`src/rtl/boe_stat_collector_pkg.sv`:
```
// Shared definitions for the BOE statistics path: word widths, frame size
// limit, collector state encoding and helpers shared with the sorter stage.
package boe_pkg;

  localparam int DW   = 8;   // sample width
  localparam int SW   = 11;  // sum word width (SW >= DW+3)
  localparam int NMAX = 6;   // maximum samples per frame

  typedef enum logic [2:0] {
    ST_IDLE     = 3'd0,
    ST_GET_MIN  = 3'd1,
    ST_GET_DATA = 3'd2,
    ST_DIVIDE   = 3'd3,
    ST_DONE     = 3'd4
  } boe_state_e;

  // Map the 3-bit sample count onto 1..NMAX (0 means one sample).
  function automatic logic [2:0] boe_clamp_n(input logic [2:0] dn);
    logic [2:0] n;
    if (dn == 3'd0) begin
      n = 3'd1;
    end else if (dn > 3'(NMAX)) begin
      n = 3'(NMAX);
    end else begin
      n = dn;
    end
    return n;
  endfunction

  // Average of two samples, carry kept in a DW+1-bit add.
  function automatic logic [DW-1:0] boe_avg2(input logic [DW-1:0] a,
                                             input logic [DW-1:0] b);
    return DW'(({1'b0, a} + {1'b0, b}) >> 1);
  endfunction

endpackage

```
`src/rtl/boe_stat_collector_if.sv`:
```
// Result-stream and statistics bundle between the BOE sorter, the stat
// collector and whatever consumes the statistics.
interface boe_stat_collector_if;
  import boe_pkg::*;

  logic [2:0]    data_num;
  logic          res_valid;
  logic [SW-1:0] result;
  logic          busy;
  logic          stat_valid;
  logic [SW-1:0] sum_o;
  logic [DW-1:0] min_o;
  logic [DW-1:0] max_o;
  logic [DW-1:0] median_o;
  logic [DW-1:0] mean_o;
  logic          err;

  // Upstream side: drives the result stream, observes the statistics.
  modport master (
    output data_num, res_valid, result,
    input  busy, stat_valid, sum_o, min_o, max_o, median_o, mean_o, err
  );

  // Collector side.
  modport slave (
    input  data_num, res_valid, result,
    output busy, stat_valid, sum_o, min_o, max_o, median_o, mean_o, err
  );
endinterface

```
`src/rtl/boe_stat_collector_div.sv`:
```
// Bit-serial restoring divider: SW-bit dividend by 3-bit divisor, one
// quotient bit per cycle MSB first, done pulses SW cycles after start.
// Only the low DW quotient bits are kept; callers guarantee the quotient fits.
module boe_serial_div
  import boe_pkg::*;
(
  input  logic          clk,
  input  logic          rst,
  input  logic          i_start,
  input  logic [SW-1:0] i_dividend,
  input  logic [2:0]    i_divisor,
  output logic          o_done,
  output logic [DW-1:0] o_quot
);

  logic [SW-1:0] r_dvd;
  logic [3:0]    r_rem;
  logic [2:0]    r_div;
  logic [DW-1:0] r_quot;
  logic [3:0]    r_cnt;
  logic          r_active;
  logic          r_done;

  logic [4:0]    w_trial;
  logic          w_ge;
  logic [3:0]    w_rem_next;

  // Trial subtraction of the divisor from the shifted partial remainder.
  always_comb begin
    w_trial = {r_rem, r_dvd[SW-1]};
    w_ge    = (w_trial >= {2'b00, r_div});
    if (w_ge) begin
      w_rem_next = w_trial[3:0] - {1'b0, r_div};
    end else begin
      w_rem_next = w_trial[3:0];
    end
  end

  // Load on start, then shift one quotient bit per cycle until done.
  always_ff @(posedge clk or posedge rst) begin
    if (rst) begin
      r_dvd    <= '0;
      r_rem    <= 4'd0;
      r_div    <= 3'd0;
      r_quot   <= '0;
      r_cnt    <= 4'd0;
      r_active <= 1'b0;
      r_done   <= 1'b0;
    end else begin
      r_done <= 1'b0;
      if (i_start) begin
        r_dvd    <= i_dividend;
        r_rem    <= 4'd0;
        r_div    <= i_divisor;
        r_quot   <= '0;
        r_cnt    <= 4'd0;
        r_active <= 1'b1;
      end else if (r_active) begin
        r_dvd  <= {r_dvd[SW-2:0], 1'b0};
        r_rem  <= w_rem_next;
        r_quot <= {r_quot[DW-2:0], w_ge};
        if (r_cnt == 4'(SW-1)) begin
          r_active <= 1'b0;
          r_done   <= 1'b1;
        end else begin
          r_cnt <= r_cnt + 4'd1;
        end
      end else begin
        r_active <= 1'b0;
      end
    end
  end

  assign o_done = r_done;
  assign o_quot = r_quot;

endmodule

```
`src/rtl/boe_stat_collector.sv`:
```
// BOE statistics collector: reassembles one sorted frame (sum word, min
// word, N samples) and reports sum/min/max/median/mean with a done strobe.
// Optional frame consistency checker enabled by macro BOE_STAT_CHECK_EN;
// without it err is constant 0.
module boe_stat_collector
  import boe_pkg::*;
(
  input  logic                clk,
  input  logic                rst,
  boe_stat_collector_if.slave bus
);

  boe_state_e    r_state;
  logic [2:0]    r_n;
  logic [2:0]    r_k;
  logic [SW-1:0] r_sum;
  logic [DW-1:0] r_min;
  logic [DW-1:0] r_buf [NMAX];
  logic          r_busy;
  logic          r_stat_valid;
  logic [SW-1:0] r_sum_o;
  logic [DW-1:0] r_min_o;
  logic [DW-1:0] r_max_o;
  logic [DW-1:0] r_median_o;
  logic [DW-1:0] r_mean_o;
  logic          r_err;

  logic [DW-1:0] w_sample;
  logic          w_last;
  logic          w_div_start;
  logic          w_div_done;
  logic [DW-1:0] w_quot;
  logic [DW-1:0] w_max;
  logic [DW-1:0] w_median;
  logic          w_err_next;

  assign w_sample    = bus.result[DW-1:0];
  assign w_last      = (r_k == (r_n - 3'd1));
  // Division starts on the same edge that stores the final sample.
  assign w_div_start = (r_state == ST_GET_DATA) && bus.res_valid && w_last;

  boe_serial_div u_div (
    .clk        (clk),
    .rst        (rst),
    .i_start    (w_div_start),
    .i_dividend (r_sum),
    .i_divisor  (r_n),
    .o_done     (w_div_done),
    .o_quot     (w_quot)
  );

  // Pick max and median out of the sorted buffer for the current N.
  always_comb begin
    w_max    = r_buf[0];
    w_median = r_buf[0];
    case (r_n)
      3'd1: begin w_max = r_buf[0]; w_median = r_buf[0]; end
      3'd2: begin w_max = r_buf[1]; w_median = boe_avg2(r_buf[0], r_buf[1]); end
      3'd3: begin w_max = r_buf[2]; w_median = r_buf[1]; end
      3'd4: begin w_max = r_buf[3]; w_median = boe_avg2(r_buf[1], r_buf[2]); end
      3'd5: begin w_max = r_buf[4]; w_median = r_buf[2]; end
      3'd6: begin w_max = r_buf[5]; w_median = boe_avg2(r_buf[2], r_buf[3]); end
      default: begin w_max = r_buf[0]; w_median = r_buf[0]; end
    endcase
  end

`ifdef BOE_STAT_CHECK_EN
  logic [SW-1:0] r_run_sum;
  logic          r_chk_flag;
  logic [DW-1:0] w_prev;

  // Predecessor of the sample being written (unused for the first one).
  always_comb begin
    if (r_k == 3'd0) begin
      w_prev = '0;
    end else begin
      w_prev = r_buf[r_k - 3'd1];
    end
  end

  // Running sample sum and sticky per-frame error flag.
  always_ff @(posedge clk or posedge rst) begin
    if (rst) begin
      r_run_sum  <= '0;
      r_chk_flag <= 1'b0;
    end else begin
      case (r_state)
        ST_IDLE: begin
          if (bus.res_valid) begin
            r_run_sum  <= '0;
            r_chk_flag <= 1'b0;
          end
        end
        ST_GET_DATA: begin
          if (bus.res_valid) begin
            r_run_sum <= r_run_sum + {{(SW-DW){1'b0}}, w_sample};
            if ((r_k == 3'd0) && (w_sample != r_min)) begin
              r_chk_flag <= 1'b1;
            end
            if ((r_k != 3'd0) && (w_sample < w_prev)) begin
              r_chk_flag <= 1'b1;
            end
          end
        end
        ST_DIVIDE, ST_DONE: begin
          if (bus.res_valid) begin
            r_chk_flag <= 1'b1;
          end
        end
        default: begin
          r_chk_flag <= r_chk_flag;
        end
      endcase
    end
  end

  assign w_err_next = r_chk_flag | (r_run_sum != r_sum);
`else
  assign w_err_next = 1'b0;
`endif

  // Frame FSM: collect words, wait for the divider, publish registered stats.
  always_ff @(posedge clk or posedge rst) begin
    if (rst) begin
      r_state      <= ST_IDLE;
      r_n          <= 3'd0;
      r_k          <= 3'd0;
      r_sum        <= '0;
      r_min        <= '0;
      for (int i = 0; i < NMAX; i++) begin
        r_buf[i] <= '0;
      end
      r_busy       <= 1'b0;
      r_stat_valid <= 1'b0;
      r_sum_o      <= '0;
      r_min_o      <= '0;
      r_max_o      <= '0;
      r_median_o   <= '0;
      r_mean_o     <= '0;
      r_err        <= 1'b0;
    end else begin
      r_stat_valid <= 1'b0;
      case (r_state)
        ST_IDLE: begin
          if (bus.res_valid) begin
            r_sum   <= bus.result;
            r_n     <= boe_clamp_n(bus.data_num);
            r_busy  <= 1'b1;
            r_state <= ST_GET_MIN;
          end
        end
        ST_GET_MIN: begin
          if (bus.res_valid) begin
            r_min   <= w_sample;
            r_k     <= 3'd0;
            r_state <= ST_GET_DATA;
          end
        end
        ST_GET_DATA: begin
          if (bus.res_valid) begin
            r_buf[r_k] <= w_sample;
            r_k        <= r_k + 3'd1;
            if (w_last) begin
              r_state <= ST_DIVIDE;
            end
          end
        end
        ST_DIVIDE: begin
          // Stray words here are dropped; the checker flags them.
          if (w_div_done) begin
            r_stat_valid <= 1'b1;
            r_sum_o      <= r_sum;
            r_min_o      <= r_min;
            r_max_o      <= w_max;
            r_median_o   <= w_median;
            r_mean_o     <= w_quot;
            r_err        <= w_err_next;
            r_state      <= ST_DONE;
          end
        end
        ST_DONE: begin
          r_busy  <= 1'b0;
          r_state <= ST_IDLE;
        end
        default: begin
          r_busy  <= 1'b0;
          r_state <= ST_IDLE;
        end
      endcase
    end
  end

  assign bus.busy       = r_busy;
  assign bus.stat_valid = r_stat_valid;
  assign bus.sum_o      = r_sum_o;
  assign bus.min_o      = r_min_o;
  assign bus.max_o      = r_max_o;
  assign bus.median_o   = r_median_o;
  assign bus.mean_o     = r_mean_o;
  assign bus.err        = r_err;

endmodule

```
`src/flat_wrapper.sv`:
```
// flat-port wrapper written by rule: the top's interface ports become plain ports
module boe_stat_collector_flat import boe_pkg::*;
  (clk, rst, bus_data_num, bus_res_valid, bus_result, bus_busy, bus_stat_valid, bus_sum_o, bus_min_o, bus_max_o, bus_median_o, bus_mean_o, bus_err);
  boe_stat_collector_if bus_i ();
  input  logic clk;
  input  logic rst;
  input wire logic [$bits(bus_i.data_num)-1:0] bus_data_num;
  input wire logic [$bits(bus_i.res_valid)-1:0] bus_res_valid;
  input wire logic [$bits(bus_i.result)-1:0] bus_result;
  output wire logic [$bits(bus_i.busy)-1:0] bus_busy;
  output wire logic [$bits(bus_i.stat_valid)-1:0] bus_stat_valid;
  output wire logic [$bits(bus_i.sum_o)-1:0] bus_sum_o;
  output wire logic [$bits(bus_i.min_o)-1:0] bus_min_o;
  output wire logic [$bits(bus_i.max_o)-1:0] bus_max_o;
  output wire logic [$bits(bus_i.median_o)-1:0] bus_median_o;
  output wire logic [$bits(bus_i.mean_o)-1:0] bus_mean_o;
  output wire logic [$bits(bus_i.err)-1:0] bus_err;
  assign bus_i.data_num = bus_data_num;
  assign bus_i.res_valid = bus_res_valid;
  assign bus_i.result = bus_result;
  assign bus_busy = bus_i.busy;
  assign bus_stat_valid = bus_i.stat_valid;
  assign bus_sum_o = bus_i.sum_o;
  assign bus_min_o = bus_i.min_o;
  assign bus_max_o = bus_i.max_o;
  assign bus_median_o = bus_i.median_o;
  assign bus_mean_o = bus_i.mean_o;
  assign bus_err = bus_i.err;
  boe_stat_collector u_core (.clk(clk), .rst(rst), .bus(bus_i));
endmodule
```
`config.mk`:
```
export PLATFORM = sky130hd
export DESIGN_NAME = boe_stat_collector_flat
export DESIGN_NICKNAME = d
export VERILOG_FILES = /design/src/rtl/boe_stat_collector_pkg.sv /design/src/rtl/boe_stat_collector_if.sv /design/src/rtl/boe_stat_collector_div.sv /design/src/rtl/boe_stat_collector.sv /design/src/flat_wrapper.sv
export SDC_FILE = /design/constraint.sdc
export NUM_CORES = 1
export LEC_CHECK = 0
export CAP_MARGIN = 10
export CORE_ASPECT_RATIO = 1.75
export CORE_MARGIN = 2
export CORE_UTILIZATION = 35
export DETAILED_ROUTE_END_ITERATION = 8
export PLACE_DENSITY_LB_ADDON = 0.3
export SLEW_MARGIN = 15
export SYNTH_ARGS = -nofsm -noshare
export SYNTH_HDL_FRONTEND = slang
export SYNTH_SLANG_ARGS = --single-unit
```
`constraint.sdc`:
```
create_clock -name clk -period 6.2 [get_ports clk]
set_input_delay 0.62 -clock clk [delete_from_list [all_inputs] [get_ports clk]]
set_output_delay 0.62 -clock clk [all_outputs]
set_load 0.01 [all_outputs]
```
==> results.md, run 1 <==
- CTS tree: done
- Iteration-0 DRC Markers: 283
- Setup Fix Bufs, Post-CTS: 0
- R2R Path Start: u_core.r_n[0]$_DFFE_PP0P_
- Die area: 22800 um^2
- PortBufs: 61
- Post-Route M1 WL: 7400 um
- Drt wl/cell: 19.0 um
- Sequential power share: 37.4%
- Worst path arrival time: 3.89 ns
- Count of cell types in the netlist: 63
- Initial Util: 35.4%
- Fin util: 42.2%
- Critical-path cell list: inv_1 > ha_1 > nand2_1 > mux2_2 > ha_1 > nor2b_1 > o31a_1 > o21ai_0 > a211oi_1 > o32ai_1 > o21ai_1
- Setup WS post-layout: 2.60 ns
- WHS Path Cells: 2
- Outcome: finished, final reports clean
- Final Instance Area: 9000 um^2
- Synth Area per Inst: 10.7 um^2
- Die extent in y: 198 um
- Post-DP Area: 8410 um^2
- Yosys reg bits: 153
- Hpwl dp: 14100 um
- Required time worst endpoint: 6.50 ns
- Global Route Usage Sum: 18.2%
- Fillers: 2068
- Pwr dens: 555 nW/um^2
- Htree depth: 4
- Delay-heaviest family, CP: compound AO/OA/AOI/OAI gates
- Area Growth Syn to Fin: 19.1%
- R2r setup slk: 2.60 ns
- Net count after synthesis: 752
- HP Class: flip-flop to flip-flop
- Post-layout min period: 3.60 ns
- Reg2Reg Depth: 11
- Relative slew margins: 23.6%
- Crit path launch type: flip-flop
- Max-slew violation count: 0
- Metal3 WL: 395 um
- Post-CTS Resized: 0
- I/O pins: 63
- Synth warnings: 0
- Die W: 115 um
- Worst-skew pair later-pin latency: 0.42 ns
- FF/Latch Area: 3830 um^2
- Highest routed layer: met4
- Met2 WL: 10800 um
- Worst slack at placement: 2.68 ns
- Crit Reg-Reg Endpoint: u_core.bus.median_o[7]$_DFFE_PP0P_
- Layout cells sized above 1: 16.5%
- DRC: 0
- Routed wire length: 19600 um
- Cts hold-fix bufs: 0
- Multiplexer area fraction after synthesis: 13.5%
- First-pass GRT wire length: 31400 um
- Core area: 21300 um^2
- Power Total: 4.99 mW
- Synthesized instance count: 706
- Compound-Gate Fraction of Synth Area: 11.2%
- Simple-gate share of the synthesized area: 15.3%
- Number of max-cap violations: 0
- Commonest register cell after synthesis: dfrtp_1
- Final setup TNS: 0 ns
- Slowest stage delay, CP: 0.54 ns
- Worst path most repeated cell: ha_1
- Worst path slowest cell: ha_1
- Row count: 71
- CTS Buf Count: 17
- Clk root buf: clkbuf_16
- Clock power share: 20.7%
- Nets@finish: 809
- Max Clk Rate: 0.278 GHz
- Post-Synth XOR/XNOR Area: 1.62%
- Number of global-route vias before repair: 5718
- Bufs and invs on worst path: 1
- Total gr overflow: 0
- Async S/R FF share, synth: 100%
- Worst-margin pin slew: 1.14 ns
- Post-Synth Adder-Cell Area: 5.10%
- Number of diodes: 0
- Switch Pwr: 1.97 mW
- Setup crit end kind: flip-flop
- Clk pin slew, worst setup/hold paths: 0.07 ns
- Crit path max fanout: 16
- Largest family of logic cells by synthesized area: simple AND/OR/NAND/NOR gates
- Period Utilization, post-route: 58.0%
- Setup Skew: 0.00665 ns
- Area occupied by multi-input gates: 3540 um^2
- Final Wtd Congestion: 0.899
- Hold path startpoint: u_core.r_min[1]$_DFFE_PP0P_
- Fraction of power spent switching nets: 39.5%
- Drt pass-1 iters: 5
- Post-synthesis cell area: 7560 um^2
- Int Pwr: 3.02 mW
- Post-DRT Antenna Nets: 0
- DR vias/cell: 5.31
- WS Path Type: flip-flop to flip-flop
- Sink Count: 153
- VDD IR max: 215 uV
- Clk buf depth: 2
- Post-synth EDFFs: 0
- RSZ-0062 raised after global routing: false
- Largest net degree at the start of global routing: 100
- Lkg Pwr: 3.99 nW
- Via count: 5471
- Hold Vio Cnt, Final: 0
- Initial antenna violation count: 0
- Combinational share of power: 41.9%
- Seq/Total Area, Yosys: 50.7%
- Hold EP: u_core.bus.min_o[1]$_DFFE_PP0P_
- Final setup vio count: 0
==> worst min-delay path: cells and delay by family (launching register included) <==
| kind | cells | cell delay, ns |
|---|---|---|
| DFF | 1 | 0.34 |
| and+or+nand+nor | 2 | 0.10 |
==> registers in the layout (all words and copies together) (netlist names), 4 cells and up <==
register	cells
u_core.bus.sum_o	11
u_core.bus.min_o	8
u_core.bus.max_o	8
u_core.u_div.o_quot	8
u_core.bus.median_o	8
u_core.r_sum	11
u_core.u_div.r_rem	4
u_core.u_div.r_dvd	11
u_core.u_div.r_cnt	4
u_core.r_min	8
u_core.bus.mean_o	8
u_core.r_buf	48
==> area by class of cell <==
class | instances | share of cell area [%]
clock inverters | 13 | 1.47
well taps | 255 | 3.55
multi-input cells | 508 | 39.3
repair buffers | 68 | 7.37
clock buffers | 19 | 5.03
inverters | 15 | 0.682
flip-flops and latches | 153 | 42.6
==> placed cells by master (no fill, tap or decap), types with 3 or more instances in the layout <==
master | synthesis | final
nand2_1 | 151 | 151
a221oi_1 | 10 | 10
nand3b_1 | 5 | 5
inv_8 | 0 | 3
a21oi_1 | 14 | 14
clkbuf_16 | 0 | 17
buf_4 | 4 | 7
inv_1 | 14 | 13
dfrtp_1 | 153 | 153
inv_6 | 0 | 5
o21a_1 | 3 | 3
o22ai_1 | 3 | 3
nand3_1 | 5 | 4
o21ai_0 | 40 | 40
nor3_1 | 6 | 6
a22o_1 | 10 | 10
a211oi_1 | 8 | 8
xor2_1 | 5 | 5
a31oi_1 | 3 | 3
nand2b_1 | 10 | 10
mux2_2 | 73 | 73
o211ai_1 | 3 | 3
fa_1 | 3 | 3
nor2_1 | 41 | 41
nor2b_1 | 6 | 6
a22oi_1 | 11 | 11
mux2i_1 | 20 | 20
ha_1 | 26 | 26
clkdlybuf4s50_1 | 0 | 61
xnor2_1 | 9 | 9
o32ai_1 | 3 | 3
==> power groups by stage <==
stage          combinational, mW  clock, mW  sequential [mW]
4_1_cts                     2.10       1.06             1.87
6_report                    2.09       1.03             1.87
2_1_floorplan               1.56          0             1.70
5_1_grt                     2.32       1.10             1.92
3_3_place_gp                2.06          0             1.88
3_5_place_dp                2.09          0             1.89
==> how the worst max path moves through the flow <==
stage | from | endpoint | slack [ns] | cells past startpoint
after floorplan | rst | u_core.bus.busy$_DFFE_PP0P_ | 1.46 | 1
after global placement | u_core.r_n[0]$_DFFE_PP0P_ | u_core.bus.median_o[7]$_DFFE_PP0P_ | 2.80 | 11
final | u_core.r_n[0]$_DFFE_PP0P_ | u_core.bus.median_o[7]$_DFFE_PP0P_ | 2.60 | 11
after detailed placement | u_core.r_n[0]$_DFFE_PP0P_ | u_core.bus.median_o[7]$_DFFE_PP0P_ | 2.68 | 11
after CTS | u_core.r_n[0]$_DFFE_PP0P_ | u_core.bus.median_o[7]$_DFFE_PP0P_ | 2.65 | 11
after global routing | u_core.r_n[0]$_DFFE_PP0P_ | u_core.bus.median_o[7]$_DFFE_PP0P_ | 2.33 | 11
==> kinds of logic (layout without fill, tap and decap cells) <==
kind of cell | after synthesis | in the layout
compound gates | 124 | 124
fa+ha+maj | 29 | 29
xor+xnor | 14 | 14
flops | 153 | 153
other cells | 1 | 1
buf+inv | 45 | 115
mux | 93 | 93
simple gates | 247 | 247
==> Yosys cell counts, types with 9 or more instances <==
library cell  count  area share (%)
nand2_1         151             7.5
inv_1            14            0.70
a22o_1           10             1.2
nand2b_1         10            0.83
o21ai_0          40             2.6
ha_1             26             4.3
mux2i_1          20             2.6
a221oi_1         10             1.2
xnor2_1           9             1.0
mux2_2           73              11
a21oi_1          14            0.93
dfrtp_1         153              51
a22oi_1          11             1.1
clkbuf_1         18            0.89
nor2_1           41             2.0
==> routing by layer <==
metal / vias to the layer above / global-route usage (%)
li1: 2600 / -
met3: 44 / 3.20
met2: 101 / 33.6
met4: 0 / 9.37
met1: 2726 / 19.3
met5: - / 0
==> through the flow <==
| step | std cells | hold slack [ns] |
|---|---|---|
| 2_1_floorplan | 706 | 0.435 |
| 3_3_place_gp | 999 | 0.445 |
| 3_5_place_dp | 999 | 0.460 |
| 4_1_cts | 1031 | 0.474 |
| 5_1_grt | 1031 | 0.501 |
| 6_report | 1031 | 0.467 |
No activity file was read; power rests on OpenSTA's default activity.
==> run 2, diff against run 1 <==
Clock period 6.2 ns to 3 ns, I/O delays scaled along.
==> run 2 against run 1 <==
Maximum frequency is 32% higher. Clock skew is 0.0029 ns higher. Sequential power is 100% higher. Sequential cell count stayed put. Global-route usage is 0.083 points lower. Largest cell class unchanged. Largest power group unchanged. Highest routed layer unchanged.
==> results.md, run 2 (synthesis results as in run 1) <==
- Outcome: finished, final reports clean (unchanged)
- Row count: 71 (unchanged)
- Pwr dens: 1130 nW/um^2 (was 555 nW/um^2)
- Switch Pwr: 4.06 mW (was 1.97 mW)
- Fillers: 2071 (was 2068)
- Setup Skew: 0.00959 ns (was 0.00665 ns)
- Htree depth: 4 (unchanged)
- Initial Util: 35.4% (unchanged)
- Number of global-route vias before repair: 5698 (was 5718)
- Fraction of power spent switching nets: 39.0% (was 39.5%)
- Final setup vio count: 0 (unchanged)
- Initial antenna violation count: 0 (unchanged)
- Relative slew margins: 43.0% (was 23.6%)
- Crit path max fanout: 15 (was 16)
- Period Utilization, post-route: 91.0% (was 58.0%)
- Most common cell after layout, fill and taps aside: dfrtp_1 (unchanged)
- Required time worst endpoint: 3.31 ns (was 6.50 ns)
- Clock power share: 20.3% (was 20.7%)
- Max Clk Rate: 0.366 GHz (was 0.278 GHz)
- Drt pass-1 iters: 5 (unchanged)
- Layout cells sized above 1: 18.5% (was 16.5%)
- CTS Buf Count: 17 (unchanged)
- Die W: 115 um (unchanged)
- CTS tree: done (unchanged)
- Setup Fix Bufs, Post-CTS: 0 (unchanged)
- Die extent in y: 198 um (unchanged)
- Clk root buf: clkbuf_16 (unchanged)
- Post-layout min period: 2.73 ns (was 3.60 ns)
- Sink Count: 153 (unchanged)
- DR vias/cell: 5.34 (was 5.31)
- Hpwl dp: 14400 um (was 14100 um)
- Final Wtd Congestion: 0.908 (was 0.899)
- Clk buf depth: 2 (unchanged)
- Core area: 21300 um^2 (unchanged)
- Post-DRT Antenna Nets: 0 (unchanged)
- Power Total: 10.4 mW (was 4.99 mW)
- Die area: 22800 um^2 (unchanged)
- I/O pins: 63 (unchanged)
- Worst-skew pair later-pin latency: 0.43 ns (was 0.42 ns)
- Int Pwr: 6.36 mW (was 3.02 mW)
- Via count: 5614 (was 5471)
- Number of flip-flops in the largest register: 48 (unchanged)
- Global Route Usage Sum: 18.1% (was 18.2%)
- Clk pin slew, worst setup/hold paths: 0.07 ns (about the same)
- Routed wire length: 19800 um (was 19600 um)
- Area Growth Syn to Fin: 21.5% (was 19.1%)
- HP Class: input pin to async pin (was flip-flop to flip-flop)
- First-pass GRT wire length: 31100 um (was 31400 um)
- Number of max-cap violations: 0 (unchanged)
- Drt wl/cell: 18.8 um (was 19.0 um)
- Final setup TNS: 0 ns (unchanged)
- VDD IR max: 341 uV (was 215 uV)
- Total gr overflow: 0 (unchanged)
- Setup crit end kind: flip-flop (unchanged)
- PortBufs: 61 (unchanged)
- Most frequent cells in the layout: 153 x dfrtp_1, 150 x nand2_1, 73 x mux2_2 (was 153 x dfrtp_1, 151 x nand2_1, 73 x mux2_2)
- RSZ-0062 raised after global routing: false (unchanged)
- Top reg by flops: u_core.r_buf (unchanged)
- Worst-margin pin slew: 0.854 ns (was 1.14 ns)
- Worst path arrival time: 3.04 ns (was 3.89 ns)
- Iteration-0 DRC Markers: 251 (was 283)
- Largest net degree at the start of global routing: 58 (was 100)
- DRC: 0 (unchanged)
- Sequential power share: 36.5% (was 37.4%)
- Lkg Pwr: 4.10 nW (was 3.99 nW)
- WS Path Type: flip-flop to flip-flop (unchanged)
- Hold Vio Cnt, Final: 0 (unchanged)
- Crit path launch type: flip-flop (unchanged)
- Number of diodes: 0 (unchanged)
- Max-slew violation count: 0 (unchanged)
- Combinational share of power: 43.2% (was 41.9%)
- Nets@finish: 829 (was 809)
==> run 2: final cells by class <==
class                   instances  area [um^2]  area share (%)
flip-flops and latches        153         3830            41.7
multi-input cells             508         3540            38.6
repair buffers                 88          851            9.27
clock buffers                  22          474            5.16
well taps                     255          319            3.47
clock inverters                10          109            1.19
inverters                      15         60.1           0.654
==> run 2: power by group through the flow <==
| stage | clock network, mW | registers, mW | logic (mW) |
|---|---|---|---|
| 2_1_floorplan | 0 | 3.51 | 3.23 |
| 3_3_place_gp | 0 | 3.81 | 4.42 |
| 3_5_place_dp | 0 | 3.82 | 4.49 |
| 4_1_cts | 2.17 | 3.79 | 4.51 |
| 5_1_grt | 2.25 | 3.89 | 4.96 |
| 6_report | 2.11 | 3.80 | 4.50 |
==> run 2: path summary, 6_finish.rpt <==
check | cells past startpoint | from | end | slack, ns
worst max-delay path | 11 | u_core.r_n[1]$_DFFE_PP0P_ | u_core.bus.median_o[5]$_DFFE_PP0P_ | 0.27
worst min-delay path | 2 | rst | u_core.bus.mean_o[3]$_DFFE_PP0P_ | 0.31
worst max register to register | 11 | u_core.r_n[1]$_DFFE_PP0P_ | u_core.bus.median_o[5]$_DFFE_PP0P_ | 0.27
worst min register to register | 2 | u_core.r_min[5]$_DFFE_PP0P_ | u_core.bus.min_o[5]$_DFFE_PP0P_ | 0.46
max in group asynchronous | 3 | rst | u_core.bus.sum_o[2]$_DFFE_PP0P_ | 1.98
min in group clk | 2 | u_core.r_min[5]$_DFFE_PP0P_ | u_core.bus.min_o[5]$_DFFE_PP0P_ | 0.46
==> run 2: what timing repair did <==
item,in CTS,in global routing
gates resized for setup,0,1
hold buffers,0,0
endpoints found under the setup margin,0,1
==> run 2: metrics by stage <==
stage | setup slack [ns] | utilization (%) | hold slack [ns] | area [um^2] | std cells
6_report | 0.270 | 43.1 | 0.307 | 9180 | 1051
5_1_grt | 0.113 | 43.1 | 0.365 | 9180 | 1051
4_1_cts | 0.223 | 43.1 | 0.325 | 9180 | 1051
3_5_place_dp | 0.248 | 40.3 | 0.457 | 8600 | 1019
3_3_place_gp | 0.303 | 40.3 | 0.449 | 8600 | 1019
2_1_floorplan | 0.0386 | - | 0.417 | 7560 | 706
==> run 2: metal layers <==
| layer | track usage (%) | wire length (um) | up-vias |
|---|---|---|---|
| met2 | 33.7 | 11000 | 143 |
| li1 | - | - | 2624 |
| met5 | 0 | 0 | - |
| met1 | 19.2 | 7370 | 2806 |
| met3 | 2.71 | 540 | 41 |
| met4 | 9.55 | 885 | 0 |
==> run 2: critical path, stage by stage, from the launching register on <==
cell and delay (ns):
dfrtp_1 0.42, ha_1 0.22, buf_4 0.19, a21boi_1 0.22
o21ai_0 0.13, fa_1 0.43, nor2b_1 0.20, o31a_1 0.18
o21ai_1 0.09, and4_1 0.21, o32ai_1 0.21, o21ai_0 0.10
==> run 3, diff against run 2 <==
Settings changed: ABC_CLOCK_PERIOD_IN_PS set to 3000.
==> results of run 3 <==
No change in the layout: final DEF, timing and power equal those of run 2.
